### src/rtl/upg_loader.sv
// -----------------------------------------------------------------------------
// upg_loader
//
// UART program loader for the instruction RAM programmer port. Receives an
// 8N1 byte stream, takes a 16-bit little-endian word count, then assembles
// little-endian 32-bit words and emits one write strobe per word.
//
// Ports:
//   clk_i       programmer clock; all logic on posedge
//   rst_n_i     asynchronous active-low reset
//   enable_i    level; high arms the loader, low returns to idle and clears
//               done/error, counters and the write port
//   rx_i        UART serial input (asynchronous, idle high)
//   upg_wen_o   one-cycle write strobe
//   upg_adr_o   word address of the current write (held until next write)
//   upg_dat_o   write data (held until next write)
//   upg_done_o  sticky: transfer finished successfully
//   upg_err_o   sticky: framing error, oversize length or inter-byte timeout
//   busy_o      high from the first length byte until done or error
// -----------------------------------------------------------------------------
module upg_loader #(
    parameter int unsigned CLKS_PER_BIT = 87,
    parameter int unsigned MAX_WORDS    = 16384,
    parameter int unsigned TIMEOUT_CLKS = 1000000
) (
    input  logic        clk_i,
    input  logic        rst_n_i,
    input  logic        enable_i,
    input  logic        rx_i,
    output logic        upg_wen_o,
    output logic [13:0] upg_adr_o,
    output logic [31:0] upg_dat_o,
    output logic        upg_done_o,
    output logic        upg_err_o,
    output logic        busy_o
);

    localparam int unsigned CNT_W = $clog2(CLKS_PER_BIT + 1);
    localparam int unsigned TMO_W = $clog2(TIMEOUT_CLKS + 1);
    localparam logic [CNT_W-1:0] BIT_LAST  = CNT_W'(CLKS_PER_BIT - 1);
    localparam logic [CNT_W-1:0] HALF_LAST = CNT_W'(CLKS_PER_BIT / 2 - 1);
    localparam logic [TMO_W-1:0] TMO_LAST  = TMO_W'(TIMEOUT_CLKS - 1);
    localparam logic [16:0]      MAX_LEN   = 17'(MAX_WORDS);

    // ---- stage p0/p1: two-flop synchroniser for the asynchronous rx line ----
    logic rx_p0, rx_p1;

    always_ff @(posedge clk_i or negedge rst_n_i) begin
        if (!rst_n_i) begin
            rx_p0 <= 1'b1;
            rx_p1 <= 1'b1;
        end else begin
            rx_p0 <= rx_i;
            rx_p1 <= rx_p0;
        end
    end

    // ---- stage p2: byte receiver ----
    typedef enum logic [1:0] {RX_IDLE, RX_START, RX_DATA, RX_STOP} rx_state_t;

    rx_state_t        rx_state, rx_next;
    logic [CNT_W-1:0] rx_cnt;
    logic [2:0]       rx_bit;
    logic [7:0]       rx_sh;
    logic [7:0]       byte_p2;
    logic             vld_p2;
    logic             frm_err_p2;

    always_ff @(posedge clk_i or negedge rst_n_i) begin
        if (!rst_n_i) rx_state <= RX_IDLE;
        else          rx_state <= rx_next;
    end

    always_comb begin
        rx_next = rx_state;
        case (rx_state)
            RX_IDLE:  if (!rx_p1) rx_next = RX_START;
            // Mid-start recheck rejects glitches shorter than half a bit.
            RX_START: if (rx_cnt == HALF_LAST) rx_next = rx_p1 ? RX_IDLE : RX_DATA;
            RX_DATA:  if (rx_cnt == BIT_LAST && rx_bit == 3'd7) rx_next = RX_STOP;
            RX_STOP:  if (rx_cnt == BIT_LAST) rx_next = RX_IDLE;
            default:  rx_next = RX_IDLE;
        endcase
    end

    always_ff @(posedge clk_i or negedge rst_n_i) begin
        if (!rst_n_i) begin
            rx_cnt     <= '0;
            rx_bit     <= 3'd0;
            rx_sh      <= 8'd0;
            byte_p2    <= 8'd0;
            vld_p2     <= 1'b0;
            frm_err_p2 <= 1'b0;
        end else begin
            vld_p2     <= 1'b0;
            frm_err_p2 <= 1'b0;
            case (rx_state)
                RX_IDLE: begin
                    rx_cnt <= '0;
                    rx_bit <= 3'd0;
                end
                RX_START: rx_cnt <= (rx_cnt == HALF_LAST) ? '0 : rx_cnt + 1'b1;
                RX_DATA: begin
                    if (rx_cnt == BIT_LAST) begin
                        rx_cnt <= '0;
                        rx_sh  <= {rx_p1, rx_sh[7:1]};   // LSB arrives first
                        rx_bit <= rx_bit + 3'd1;
                    end else begin
                        rx_cnt <= rx_cnt + 1'b1;
                    end
                end
                RX_STOP: begin
                    if (rx_cnt == BIT_LAST) begin
                        rx_cnt <= '0;
                        if (rx_p1) begin
                            vld_p2  <= 1'b1;
                            byte_p2 <= rx_sh;
                        end else begin
                            frm_err_p2 <= 1'b1;
                        end
                    end else begin
                        rx_cnt <= rx_cnt + 1'b1;
                    end
                end
                default: rx_cnt <= '0;
            endcase
        end
    end

    // ---- stage p3: length/word assembly and programmer write port ----
    typedef enum logic [2:0] {S_IDLE, S_LEN_HI, S_DATA, S_DONE, S_ERR} state_t;

    state_t           state, state_next;
    logic [7:0]       len_lo;
    logic [15:0]      len_q;
    logic [15:0]      len_rx;
    logic [15:0]      wr_cnt;
    logic [1:0]       byte_idx;
    logic [23:0]      word_sh;
    logic [TMO_W-1:0] tmo_cnt;
    logic             tmo_hit;
    logic             wen_p3;
    logic [13:0]      adr_p3;
    logic [31:0]      dat_p3;

    assign len_rx  = {byte_p2, len_lo};
    assign tmo_hit = (tmo_cnt == TMO_LAST) && !vld_p2;

    always_ff @(posedge clk_i or negedge rst_n_i) begin
        if (!rst_n_i) state <= S_IDLE;
        else          state <= state_next;
    end

    always_comb begin
        state_next = state;
        if (!enable_i) begin
            state_next = S_IDLE;
        end else begin
            case (state)
                S_IDLE: begin
                    if (frm_err_p2)  state_next = S_ERR;
                    else if (vld_p2) state_next = S_LEN_HI;
                end
                S_LEN_HI: begin
                    if (frm_err_p2 || tmo_hit) begin
                        state_next = S_ERR;
                    end else if (vld_p2) begin
                        if (len_rx == 16'd0)                state_next = S_DONE;
                        else if ({1'b0, len_rx} > MAX_LEN)  state_next = S_ERR;
                        else                                state_next = S_DATA;
                    end
                end
                S_DATA: begin
                    // Completion is judged during the final strobe so done
                    // appears on the following cycle.
                    if (wen_p3 && (wr_cnt + 16'd1 == len_q)) state_next = S_DONE;
                    else if (frm_err_p2 || tmo_hit)          state_next = S_ERR;
                end
                default: state_next = state;
            endcase
        end
    end

    always_comb begin
        busy_o     = (state == S_LEN_HI) || (state == S_DATA);
        upg_done_o = (state == S_DONE);
        upg_err_o  = (state == S_ERR);
    end

    always_ff @(posedge clk_i or negedge rst_n_i) begin
        if (!rst_n_i) begin
            len_lo   <= 8'd0;
            len_q    <= 16'd0;
            wr_cnt   <= 16'd0;
            byte_idx <= 2'd0;
            word_sh  <= 24'd0;
            tmo_cnt  <= '0;
            wen_p3   <= 1'b0;
            adr_p3   <= 14'd0;
            dat_p3   <= 32'd0;
        end else if (!enable_i) begin
            len_lo   <= 8'd0;
            len_q    <= 16'd0;
            wr_cnt   <= 16'd0;
            byte_idx <= 2'd0;
            word_sh  <= 24'd0;
            tmo_cnt  <= '0;
            wen_p3   <= 1'b0;
            adr_p3   <= 14'd0;
            dat_p3   <= 32'd0;
        end else begin
            wen_p3 <= 1'b0;
            case (state)
                S_IDLE: begin
                    tmo_cnt <= '0;
                    if (vld_p2) len_lo <= byte_p2;
                end
                S_LEN_HI: begin
                    tmo_cnt <= vld_p2 ? '0 : tmo_cnt + 1'b1;
                    if (vld_p2) begin
                        len_q    <= len_rx;
                        wr_cnt   <= 16'd0;
                        byte_idx <= 2'd0;
                    end
                end
                S_DATA: begin
                    tmo_cnt <= vld_p2 ? '0 : tmo_cnt + 1'b1;
                    if (wen_p3) wr_cnt <= wr_cnt + 16'd1;
                    if (vld_p2) begin
                        byte_idx <= byte_idx + 2'd1;
                        case (byte_idx)
                            2'd0: word_sh[7:0]   <= byte_p2;
                            2'd1: word_sh[15:8]  <= byte_p2;
                            2'd2: word_sh[23:16] <= byte_p2;
                            default: begin
                                wen_p3 <= 1'b1;
                                adr_p3 <= wr_cnt[13:0];
                                dat_p3 <= {byte_p2, word_sh};
                            end
                        endcase
                    end
                end
                default: tmo_cnt <= '0;
            endcase
        end
    end

    assign upg_wen_o = wen_p3;
    assign upg_adr_o = adr_p3;
    assign upg_dat_o = dat_p3;

endmodule

### config.mk
export PLATFORM = sky130hd
export DESIGN_NAME = upg_loader
export DESIGN_NICKNAME = d
export VERILOG_FILES = /design/src/rtl/upg_loader.sv
export SDC_FILE = /design/constraint.sdc
export NUM_CORES = 1
export LEC_CHECK = 0
export ABC_AREA = 1
export CAP_MARGIN = 0
export CORE_MARGIN = 3
export CORE_UTILIZATION = 55
export DETAILED_ROUTE_END_ITERATION = 6
export DONT_BUFFER_PORTS = 1
export MAX_ROUTING_LAYER = met4
export PLACE_DENSITY = 0.7
export SYNTH_ARGS = -nofsm -noshare
export SYNTH_HDL_FRONTEND = slang
export SYNTH_SLANG_ARGS = --single-unit
### constraint.sdc
create_clock -name clk_i -period 2.5 [get_ports clk_i]
set_input_delay 0.375 -clock clk_i [delete_from_list [all_inputs] [get_ports clk_i]]
set_output_delay 0.375 -clock clk_i [all_outputs]
set_load 0.01 [all_outputs]
==> impl_metrics.json <==
{
  "cp_slowest_cell": "dfrtp_1",
  "cts_resized": 0,
  "required_ps": 2860,
  "hold_slack_ps": -364,
  "tns_ps": 0,
  "status": "finished with violations",
  "grt_antenna_before_repair": 0,
  "synth_nets": 974,
  "cts_tree": "yes",
  "syn2layout_area_growth_pct": 9.51,
  "cp_common_cell": "nand2_1",
  "slowest_delay_ps": 400,
  "fill_cells": 1189,
  "ys_seq_elements": 168,
  "netlist_instances": 960,
  "clk_pin_slew_ps": 70,
  "p_per_area_mw_per_mm2": 727,
  "synth_area_mm2": 0.00796,
  "drv_slew": 0,
  "cap_viol_max_count": 0,
  "drtPass1Iterations": 5,
  "grt_max_degree": 169,
  "violations": "hold timing",
  "cp.arrival_ps": 2510,
  "portBuffers": 0,
  "vdd_ir_drop_max_v": 0.000534,
  "synth_top_flop_cell": "dfrtp_1",
  "layout_common_cells": "224 x nand2_1, 166 x dfrtp_1, 121 x nand3_1",
  "fmax_ghz": 0.464,
  "synthTopCellsByArea": "dfrtp_1 52%, nand2_1 11%, nand3_1 7.6%",
  "dp_hpwl_um": 11800,
  "fin_crit_sh_pct": 86.1,
  "ctsHtreeMaxLevel": 4,
  "grt_usage_pct": 24.2,
  "clk_latency_ps": 430,
  "ys_warn_count": 0,
  "relSlewSlack_pct": 35.0,
  "wl_per_cell_um": 15.2,
  "vias": 6330,
  "synth_top_area_cell": "dfrtp_1",
  "critPathTopFamily": "simple AND/OR/NAND/NOR gates",
  "ant_nets": 0,
  "p_leak_nw": 4.03,
  "synth_cell_types": 38,
  "synth.avg_cell_area_um2": 8.29,
  "placementRows": 43,
  "period_needed_ps": 2150,
  "mostFrequentLayoutCell": "nand2_1",
  "start_kind": "flip-flop",
  "initial_core_util_pct": 56.7,
  "finalClockSkew_ps": 7.88,
  "core_mm2": 0.0140,
  "drc": 0,
  "grt_pass1_wl_um": 30200,
  "yosysTopAreaCellShare_pct": 52.2,
  "first_iter_violations": 552,
  "rsz0062_at_grt": "no",
  "wirelength_um": 17500,
  "hold_class": "input pin to asynchronous set/reset pin",
  "grt_overflow": 0,
  "fp.dieH_um": 126,
  "drive_gt1_share_pct": 8.02,
  "cts_buffers": 17,
  "cts_root_buffer": "clkbuf_16",
  "io_pins": 54,
  "worst-path-buf-inv": 0,
  "antenna_cells": 0,
  "critPathMaxFanout": 7,
  "yosysSeqAreaShare_pct": 52.8,
  "tightest_slew_ps": 975,
  "p_total_mw": 6.34,
  "cts_hold_buf": 1,
  "clock-sinks": 168,
  "post_cts_buffers": 0,
  "critical_path.endpoint_type": "flip-flop",
  "gp_congestion": 0.922,
  "crit_chain": "ha_1 > nand2_1 > nor2_4 > nand3_1 > nand2_1 > nand2_1 > nand2_1 > nand2_1 > nor2_1 > nand2_1 > nor2_2 > nand3_1 > nand2_1 > nand2_1 > o21ai_1",
  "drt-vias-per-instance": 5.49,
  "hold_viol": 168,
  "nNetsFinal": 973,
  "grt_pass1_vias": 6114,
  "die_w_um": 126,
  "crit_type": "flip-flop to flip-flop",
  "synth_edf_count": 0,
  "postSynth.asyncResetShare_pct": 100,
  "finalSetupViolations": 0,
  "cts_buffer_depth": 2,
  "die-area_mm2": 0.0160
}
==> registers in the layout, summed over array words and instances (netlist names), 2 cells and up, named ones only <==
signal	cells
len_lo	8
rx_bit	3
tmo_cnt	20
state	3
wr_cnt	16
upg_dat_o	32
byte_idx	2
byte_p2	8
rx_sh	8
rx_cnt	7
len_q	16
word_sh	24
upg_adr_o	14
==> per-layer routing <==
metal  vias up  share of wire, %  track usage, %
met2       143                47            36.5
met3        32               4.9            5.77
met1      2995                45            31.9
met4         0               2.8            9.59
li1       3160                 -               -
met5         -                 0               -
==> Yosys cell counts (3+ instances only) <==
library cell and count:
clkbuf_1 14, nand2_2 6, o21ai_2 11, o21ai_1 15
o21ai_0 103, nor4_1 4, dfrtp_1 166, nor2_4 7
nand3_1 121, nor3_1 16, o22ai_1 13, nand2_1 224
nor2_2 3, buf_6 3, nor3_2 3, clkinv_1 3
nor2_1 49, buf_2 4, a21oi_1 21, buf_1 5
nand4_1 20, inv_1 120, ha_1 10
==> cells by family (layout without fill, tap and decap cells) <==
family,after synthesis,after routing,share of synthesized area [%]
AO/OA/AOI/OAI,168,168,11.5
XOR/XNOR,1,1,0.110
adder cells (fa/ha/maj),10,10,1.57
AND/OR/NAND/NOR,460,460,26.3
flip-flops,168,168,52.8
buffers and inverters,153,165,7.70
==> report_power, final <==
group	switching [mW]	internal, mW	total [mW]
clock	1.19	1.55	2.73
sequential	0.0823	2.79	2.87
combinational	0.514	0.220	0.734
==> worst reg2reg max path, cell delays in order (launching register included) <==
cell	delay [ps]
dfrtp_1	400
ha_1	210
nand2_1	130
nor2_4	190
nand3_1	140
nand2_1	140
nand2_1	60
nand2_1	70
nand2_1	50
nor2_1	100
nand2_1	90
nor2_2	140
nand3_1	110
nand2_1	80
nand2_1	50
o21ai_1	140
==> layout make-up <==
type | instances | area [um^2] | share of cell area (%)
Sequential cell | 168 | 4210 | 48.3
Multi-Input combinational cell | 639 | 3140 | 36.0
Inverter | 125 | 469 | 5.38
Clock buffer | 18 | 439 | 5.04
Tap cell | 180 | 225 | 2.58
Clock inverter | 14 | 174 | 2.00
Timing Repair Buffer | 8 | 62.6 | 0.718
==> worst paths after layout <==
| path | start | to | slack (ps) | depth (start not counted) |
|---|---|---|---|---|
| min | rst_n_i | upg_dat_o[23] | -360 | 0 |
| min in group clk_i | enable_i | upg_dat_o[10] | 90 | 2 |
| max in group asynchronous | rst_n_i | rx_p0 | 2640 | 0 |
| max reg2reg | wr_cnt[1] | state[1] | 350 | 15 |
| min reg2reg | rx_p0 | rx_p1 | 360 | 0 |
| max | wr_cnt[1] | state[1] | 350 | 15 |
==> per-stage QoR <==
step / setup slack [ps] / area [um^2] / utilization, % / instances
global route: 15.0 / 8720 / 62.1 / 1152
floorplan: 701 / 7960 / - / 960
detailed placement: 380 / 8090 / 57.6 / 1119
global placement: 398 / 8090 / 57.6 / 1119
finish: 347 / 8720 / 62.1 / 1152
CTS: 352 / 8720 / 62.1 / 1152
Power figures use the tool's default switching activity.
